<file path="src/rtl/rfsoc_config_pkg.sv">
// Shared configuration for the RFSoC capture path: stream width and mux FSM states.
package rfsoc_config;

  // Width of the PS-facing AXI-Stream data bus.
  localparam int ps_axis_width = 32;

  // Packet mux arbitration state.
  typedef enum logic {
    IDLE   = 1'b0,
    LOCKED = 1'b1
  } mux_state_t;

endpackage

</file>
<file path="src/rtl/axis_skid_buf.sv">
// Generic 2-entry AXI-Stream register slice. Output is driven from the head register;
// the skid register absorbs the one beat in flight when downstream stalls, so the
// upstream ready depends only on local state.
module axis_skid_buf #(
  parameter int W = 33
) (
  input  logic         clk,
  input  logic         rstn,
  input  logic [W-1:0] i_data,
  input  logic         i_valid,
  output logic         o_ready,
  output logic [W-1:0] o_data,
  output logic         o_valid,
  input  logic         i_ready
);

  logic [W-1:0] r_head;
  logic [W-1:0] r_skid;
  logic         r_head_vld;
  logic         r_skid_vld;
  logic         w_push;
  logic         w_load_head;

  // Ready only needs the skid slot: a full skid means the head is also stalled.
  assign o_ready     = ~r_skid_vld;
  assign w_push      = i_valid & ~r_skid_vld;
  assign w_load_head = ~r_head_vld | i_ready;

  assign o_data  = r_head;
  assign o_valid = r_head_vld;

  // Head refills from the skid first (keeps order), otherwise from the input.
  always_ff @(posedge clk or negedge rstn) begin
    if (!rstn) begin
      // NOTE: data registers are reset too so every output reads 0 during reset,
      // not just the valid flags.
      r_head     <= '0;
      r_skid     <= '0;
      r_head_vld <= 1'b0;
      r_skid_vld <= 1'b0;
    end else if (w_load_head) begin
      // NOTE: non-blocking assignments here so every register samples pre-edge values.
      r_head_vld <= r_skid_vld | w_push;
      if (r_skid_vld) begin
        r_head <= r_skid;
      end else if (w_push) begin
        r_head <= i_data;
      end
      r_skid_vld <= 1'b0;
    end else if (w_push) begin
      r_skid     <= i_data;
      r_skid_vld <= 1'b1;
    end
  end

endmodule

</file>
<file path="src/rtl/axis_n_mux_pkt.sv">
// Packet-aware N:1 AXI-Stream mux. Arbitrates in IDLE (host select or round-robin),
// then stays locked on one channel until its tlast beat is accepted.
module axis_n_mux_pkt
  import rfsoc_config::*;
#(
  parameter int N_CH    = 16,
  parameter int DATA_W  = ps_axis_width,
  parameter bit RR_MODE = 1'b0
) (
  input  logic                    clk,
  input  logic                    rstn,
  input  logic [N_CH-1:0]         select_in,
  input  logic [N_CH*DATA_W-1:0]  s_axis_tdata,
  input  logic [N_CH-1:0]         s_axis_tvalid,
  input  logic [N_CH-1:0]         s_axis_tlast,
  output logic [N_CH-1:0]         s_axis_tready,
  output logic [DATA_W-1:0]       m_axis_tdata,
  output logic                    m_axis_tvalid,
  output logic                    m_axis_tlast,
  input  logic                    m_axis_tready,
  output logic [$clog2(N_CH)-1:0] active_ch,
  output logic                    busy,
  output logic                    sel_err
);

  localparam int CH_W = $clog2(N_CH);

  mux_state_t        r_state;
  mux_state_t        w_state_nxt;
  logic [CH_W-1:0]   r_grant;
  logic [CH_W-1:0]   r_last_grant;
  logic [CH_W-1:0]   w_cand;
  logic              w_cand_found;
  logic              w_grant;
  logic              w_sel_onehot;
  logic              w_bad_sel;
  logic              r_bad_q;
  logic              r_sel_err;
  logic [DATA_W-1:0] w_s_data;
  logic              w_s_last;
  logic              w_s_valid;
  logic              w_s_ready;
  logic              w_accept;
  logic [DATA_W:0]   w_m_word;

  // Channel index k steps after base, wrapping at N_CH.
  function automatic logic [CH_W-1:0] rr_index(input logic [CH_W-1:0] base, input int k);
    int s;
    s = (int'(base) + 1 + k) % N_CH;
    return CH_W'(s);
  endfunction

  // Candidate encoder: lowest set select bit, or first valid channel after last grant.
  // Loops run downward so the last hit written is the highest-priority one.
  always_comb begin
    // NOTE: defaults first so no path leaves these unassigned (no latch).
    w_cand       = '0;
    w_cand_found = 1'b0;
    if (RR_MODE) begin
      for (int k = N_CH - 1; k >= 0; k--) begin
        if (s_axis_tvalid[rr_index(r_last_grant, k)]) begin
          w_cand       = rr_index(r_last_grant, k);
          w_cand_found = 1'b1;
        end
      end
    end else begin
      for (int i = N_CH - 1; i >= 0; i--) begin
        if (select_in[i]) begin
          w_cand       = CH_W'(i);
          w_cand_found = 1'b1;
        end
      end
    end
  end

  assign w_sel_onehot = (select_in != '0) &&
                        ((select_in & (select_in - {{(N_CH-1){1'b0}}, 1'b1})) == '0);
  assign w_bad_sel    = ~RR_MODE & (r_state == IDLE) & ~w_sel_onehot;
  assign w_grant      = (r_state == IDLE) & w_cand_found & s_axis_tvalid[w_cand];

  // Input mux from the granted channel; nothing is presented while arbitrating.
  assign w_s_data  = s_axis_tdata[int'(r_grant)*DATA_W +: DATA_W];
  assign w_s_last  = s_axis_tlast[r_grant];
  assign w_s_valid = (r_state == LOCKED) & s_axis_tvalid[r_grant];
  assign w_accept  = w_s_valid & w_s_ready;

  // State register.
  always_ff @(posedge clk or negedge rstn) begin
    if (!rstn) r_state <= IDLE;
    else       r_state <= w_state_nxt;
  end

  // Next state: lock on a grant, release on the accepted tlast beat.
  always_comb begin
    w_state_nxt = r_state;
    case (r_state)
      IDLE:    if (w_grant) w_state_nxt = LOCKED;
      LOCKED:  if (w_accept && w_s_last) w_state_nxt = IDLE;
      default: w_state_nxt = IDLE;
    endcase
  end

  // Grant and round-robin pointer; pointer starts at N_CH-1 so channel 0 is first.
  always_ff @(posedge clk or negedge rstn) begin
    if (!rstn) begin
      r_grant      <= '0;
      r_last_grant <= CH_W'(N_CH - 1);
    end else begin
      if (w_grant) r_grant <= w_cand;
      if (RR_MODE && w_accept && w_s_last) r_last_grant <= r_grant;
    end
  end

  // sel_err pulses once when a bad select first appears during arbitration.
  always_ff @(posedge clk or negedge rstn) begin
    if (!rstn) begin
      r_bad_q   <= 1'b0;
      r_sel_err <= 1'b0;
    end else begin
      r_bad_q   <= w_bad_sel;
      r_sel_err <= w_bad_sel & ~r_bad_q;
    end
  end

  // Ready decode: only the granted channel sees the skid buffer's ready.
  always_comb begin
    s_axis_tready = '0;
    if (r_state == LOCKED) s_axis_tready[r_grant] = w_s_ready;
  end

  axis_skid_buf #(
    .W (DATA_W + 1)
  ) u_skid (
    .clk     (clk),
    .rstn    (rstn),
    .i_data  ({w_s_last, w_s_data}),
    .i_valid (w_s_valid),
    .o_ready (w_s_ready),
    .o_data  (w_m_word),
    .o_valid (m_axis_tvalid),
    .i_ready (m_axis_tready)
  );

  assign m_axis_tdata = w_m_word[DATA_W-1:0];
  assign m_axis_tlast = w_m_word[DATA_W];
  assign active_ch    = r_grant;
  assign busy         = (r_state == LOCKED);
  assign sel_err      = r_sel_err;

endmodule

</file>
<file path="config.mk">
export PLATFORM = sky130hd
export DESIGN_NAME = axis_n_mux_pkt
export DESIGN_NICKNAME = d
export VERILOG_FILES = /design/src/rtl/rfsoc_config_pkg.sv /design/src/rtl/axis_skid_buf.sv /design/src/rtl/axis_n_mux_pkt.sv
export SDC_FILE = /design/constraint.sdc
export NUM_CORES = 1
export LEC_CHECK = 0
export BUFFER_PORTS_ARGS = -buffer_cell sky130_fd_sc_hd__buf_2
export CORE_AREA = 2 2 243 245
export DETAILED_ROUTE_END_ITERATION = 12
export DIE_AREA = 0 0 245 247
export SLEW_MARGIN = 20
export SYNTH_ARGS = -nofsm -noshare
export SYNTH_HDL_FRONTEND = slang
export SYNTH_SLANG_ARGS = --single-unit
</file>
<file path="constraint.sdc">
create_clock -name clk -period 2.19 [get_ports clk]
set_input_delay 0.1095 -clock clk [delete_from_list [all_inputs] [get_ports clk]]
set_output_delay 0.1095 -clock clk [all_outputs]
set_load 0.01 [all_outputs]
</file>
==> Yosys cells after proc, flatten, opt, wreduce, memory -nomap -nowiden <==
Index checks and enable logic that the tools add are counted.
{ "classes": {"addsub": 1, "n_lt_le_gt_ge": 3, "shift": 1, "muxes": 48, "bitwise_logic": 16, "n_reduce_logical": 9} }
{ "op_table": {"columns": ["cell", "n"], "rows": [
  ["512-bit by 10-bit variable part select with 32-bit output", 1],
  ["33-bit 2-to-1 mux", 2],
  ["4-bit 2-to-1 mux", 16],
  ["16-bit AND", 2],
  ["1-bit 2-to-1 mux", 24],
  ["16-bit logical NOT", 1],
  ["16-bit 2-to-1 mux", 1],
  ["16-bit nonzero test", 1],
  ["16-bit by 1-bit subtractor with 16-bit output, second input constant", 1],
  ["1-bit binary-select mux with 4-bit select", 3],
  ["4-bit by 5-bit < comparator with 1-bit output, second input constant", 2],
  ["1-bit AND", 6],
  ["1-bit NOT", 6],
  ["1-bit demux with 4-bit select", 1],
  ["4-bit by 1-bit greater-or-equal comparator with 1-bit output, second input constant", 1],
  ["2-bit AND reduction", 2],
  ["2-bit nonzero test", 2],
  ["1-bit logical AND", 3],
  ["1-bit bitwise OR", 2],
  ["1-bit case mux with 2 select lines", 1]
]} }
{ "word_totals": {"regBits": 75, "input_bits": 563, "output_inout_bits": 56} }

==> Depth between registers and ports, before layout <==
{ "depth": {"depth_word": 21, "mapped_depth": 9} }

==> Modules after synthesis <==
A second synthesis with hierarchy kept.
{ "hier_totals": {"hier_cells": 514, "area_unflattened_um2": 7886.3} }
{ "modules_own_cells": {"columns": ["module", "instances", "cells_each", "area_per_inst_um2"], "rows": [
  ["axis_n_mux_pkt", 1, 329, 4909.7],
  ["axis_skid_buf", 1, 185, 2976.6]
]} }

==> Worst setup path after synthesis <==
No wires, ideal clock.
{ "synth_timing": {"kind": "register to register", "start": "register r_grant[0], in the netlist active_ch[0]", "end": "register u_skid.r_skid[0]", "arrival_ps": 2363, "t_required_ps": 2065, "path_slack_ps": -298, "stages_incl_launch_ff": 7, "period_less_slack_ps": 2488, "path_cell_list": "dfrtp_1 buf_2 buf_2 buf_2 mux4_2 mux4_2 mux2_2"} }
{ "synth_via": {"elab_chain_len": 5, "elab_cells_between_ends": 6} }
{ "synth_rtl": {"columns": ["item", "line_no", "rtl"], "rows": [
  ["start: declaration", "axis_n_mux_pkt.sv:30", "logic [CH_W-1:0] r_grant;"],
  ["start signal: assignment", "axis_n_mux_pkt.sv:109", "if (w_grant) r_grant <= w_cand;"],
  ["parallel branches: the longest is 5 deep, another holds 512-bit by 10-bit variable part select with 32-bit output", null, null],
  ["end signal: assignment", "axis_skid_buf.sv:51", "r_skid <= i_data;"],
  ["end: declaration", "axis_skid_buf.sv:18", "logic [W-1:0] r_skid;"]
]} }
Parallel ways; which one is timed is not known. The select of a mux whose other input is x is not followed.
A chain may end at the register's enable or synchronous reset.

==> Worst setup path after layout <==
{ "layout_timing": {"start": "register r_grant[0], in the netlist active_ch[0]", "end": "register u_skid.r_skid[3]"} }
Same word-level chain as after synthesis.

==> flow_summary_export.csv <==
group,metric,value,unit
clocking,root_buffer,"clkbuf_16",
critical_path,cp_common_cell,"mux4_2",
floorplan,coreArea,0.05824,sq mm
routing,met1_length,14.84,mm
synthesis,async_flop_share,100.0,%
synthesis,synth_seq_cells,75,
synthesis,synth_area,0.007779,sq mm
final_layout,n_fill_cell,6278,
timing,whs,0.06455,ns
clocking,cts_made_buffers,9,
synthesis,avgSynthCellArea,13.89,sq um
placement,dp_slack,-0.2724,ns
critical_path,rrSetupSlack,-0.27,ns
routing,dr_wl_met2,19.58,mm
clocking,cts_setup_buffers,0,
critical_path,worstPathRequired,2.44,ns
synthesis,synth_cells,560,
routing,wl_per_cell,19.53,microns
job,maxCapViolations,0,
global_route,track_usage,12.22,%
routing,drt-initial-drc-count,478,
synthesis,ys_warn_count,0,
timing,min_period_over_period,112.4,%
critical_path,cpMaxStageDelayCell,"mux4_2",
final_layout,final_cell_mix,"buf_2, mux4_2, dfrtp_1",
critical_path,crit_start,"active_ch[0]",
timing,setup_tns,-14.49,ns
routing,postRouteAntennaNets,0,
clocking,clkTransAtPathRegs,0.06,ns
routing,first_pass_iters,5,
critical_path,critPathMaxFanout,17,
final_layout,drive_above_1_share,78.71,%
timing,hold_viol_final,0,
synthesis,synth.net_count,1123,
floorplan,die_area,0.06052,sq mm
floorplan,rows,89,
timing,worstMarginPinSlew,0.5304,ns
clocking,clock_latency,0.37,ns
critical_path,start_kind,"flop",
power,p_per_area,1079,mW/mm^2
routing,viasPerCell,4.244,
final_layout,area_delta_synth_final,64.89,%
clocking,htreeDepth,3,
global_route,grt_max_degree,42,
synthesis,yosysSeqAreaShare,24.13,%
critical_path,r2r_end,"u_skid.r_skid[3]",
timing,rsz0062_at_grt,"yes",
placement,hpwl,33.26,mm
final_layout,final_core_util,22.02,%
clocking,cts_tree,"done",
critical_path,cp_cell_sequence,"mux4_2, mux4_2, nand3_4, buf_12, mux2_2",
clocking,cts.path.max_buffers,2,
placement,gp_congestion,0.9262,
timing,fmax,0.4062,GHz
floorplan,die_h,247,microns
routing,via_count,8415,
clocking,clock-sinks,75,
routing,wl_met3,3.078,mm
critical_path,cp.arrival,2.71,ns
global_route,grt_pass1_wl,54.43,mm
placement,port-buffer-count,618,
final_layout,final_nets,1766,
worst_hold_path,hold-path-endpoint,"u_skid.r_skid_vld",
global_route,antenna_found_initial,11,
floorplan,fp.dieW,245,microns
timing,period_needed,2.462,ns
power,leakage,5.619,nW
critical_path,r2r_start,"active_ch[0]",
floorplan,start_util,13.36,%
routing,top_layer,"met5",
placement,dpl_cell_area,0.01233,sq mm
run_status,status,"complete, but fails checks",
global_route,grt_pass1_vias,8781,
floorplan,ios,619,
synthesis,synth_edf_count,0,
critical_path,cpPeakStageDelay,0.59,ns
critical_path,crit_family,"multiplexers",
timing,setup_viol,67,
worst_hold_path,hp-start,"m_axis_tready",
critical_path,path_class,"reg2reg",
run_status,violations,"setup timing",
worst_hold_path,hold_class,"in2reg",
critical_path,r2r.worst_path.cells,5,
timing,slew_viol_final,0,
final_layout,layout_commonest_cell,"buf_2",
power,irDropWorstVdd,535.2,uV
routing,drt_drc_violations_left,0,
synthesis,synth_cell_types,49,
critical_path,cp.buffers_inverters,1,
synthesis,synth_flop_cell,"dfrtp_1",
timing,finClkSkew,0.009948,ns
timing,worst_slack,-0.2719,ns
global_route,grt-ovfl-total,0,
worst_hold_path,min_path_cells,3,
timing,maxSlewHeadroom,64.64,%
routing,wirelength,38.73,mm
final_layout,design_area,0.01283,sq mm
critical_path,cp-end-kind,"flop",
[where the power goes]
part / switching, mW / internal [mW]
Clock: 0.678 / 0.878
Sequential: 0.500 / 2.11
Combinational: 4.20 / 5.47
Total: 5.38 / 8.46
[cells in the mapped netlist (3+ instances only)]
master | count | area [sq um]
nand2b_1 | 3 | 18.77
mux4_2 | 170 | 3829
mux2_2 | 34 | 382.9
dfrtp_1 | 75 | 1877
nor2_2 | 7 | 43.79
nand4_1 | 3 | 18.77
a21boi_0 | 3 | 22.52
clkbuf_1 | 21 | 78.83
nor2b_1 | 6 | 37.54
o21ai_0 | 10 | 50.05
buf_2 | 20 | 100.1
mux2i_1 | 35 | 350.3
nand2_1 | 10 | 37.54
buf_1 | 9 | 33.78
nor2_1 | 54 | 202.7
inv_1 | 4 | 15.01
nor3_1 | 11 | 55.05
buf_6 | 5 | 56.30
a21oi_1 | 25 | 125.1
a21oi_2 | 14 | 122.6
nand3_1 | 6 | 30.03
[area by class of cell]
cell class              instances  area, sq um  area share, %
clock inverters                 6        67.56         0.5268
flip-flops and latches         75         1889          14.73
clock buffers                   9        225.2          1.756
repair buffers                687         3849          30.01
multi-input cells             425         5801          45.22
diodes                          3        7.507        0.05853
inverters                       5        20.02         0.1561
well taps                     773        967.2          7.541
[per-stage QoR]
stage          std cells  power [mW]
2_1_floorplan        560       8.876
3_3_place_gp        1964       11.81
3_5_place_dp        1964       12.04
4_1_cts             1980       13.98
5_1_grt             1983       14.86
6_report            1983       13.84
[state kept, by name (all words and copies together), names as in the netlist]
signal             cells
active_ch              4
u_skid.o_data         33
busy                   1
u_skid.r_skid         33
r_bad_q                1
sel_err                1
u_skid.o_valid         1
u_skid.r_skid_vld      1
[worst reg2reg max path: cells and delay by family, from the launching register on]
kind / cells / cell delay (ns)
mux: 3 / 1.49
buf+inv: 1 / 0.19
flops: 1 / 0.51
simple gates: 1 / 0.16
[worst max-delay path by stage]
stage	endpoint	slack (ns)	cells past startpoint
after floorplan	u_skid.r_skid[0]	-0.11	6
after global placement	u_skid.r_skid[8]	-0.22	5
after detailed placement	u_skid.r_skid[30]	-0.27	5
after CTS	u_skid.o_data[2]	-0.27	7
after global routing	u_skid.r_skid[1]	-0.33	5
final	u_skid.r_skid[3]	-0.27	5
[kinds of logic (layout without fill, tap and decap cells)]
family                     after synthesis  after routing  synth area share [%]
xor gates and xnor gates                 1              1                0.1126
buffers and inverters                   60            707                 3.699
muxes                                  240            240                 58.79
DFF                                     75             75                 24.13
AOI/OAI and AO/OA                       72             72                 6.338
other                                    0              3                     0
adders and majority gates                1              1                0.1287
and+or+nand+nor                        111            111                 6.804
[repair_timing]
| item | CTS | global route |
|---|---|---|
| cloned | 0 | 0 |
| setup endpoints to repair | 69 | 72 |
| gates resized for setup | 29 | 18 |
| endpoints found under the hold margin | 34 | 0 |
| hold buffers | 1 | 0 |
[layer usage]
layer	up-vias	GRT usage, %
met5	-	0
met3	67	3.440
met4	6	4.842
met1	4169	13.92
met2	527	21.52
li1	3646	-
(Power assumes the default switching activity.)
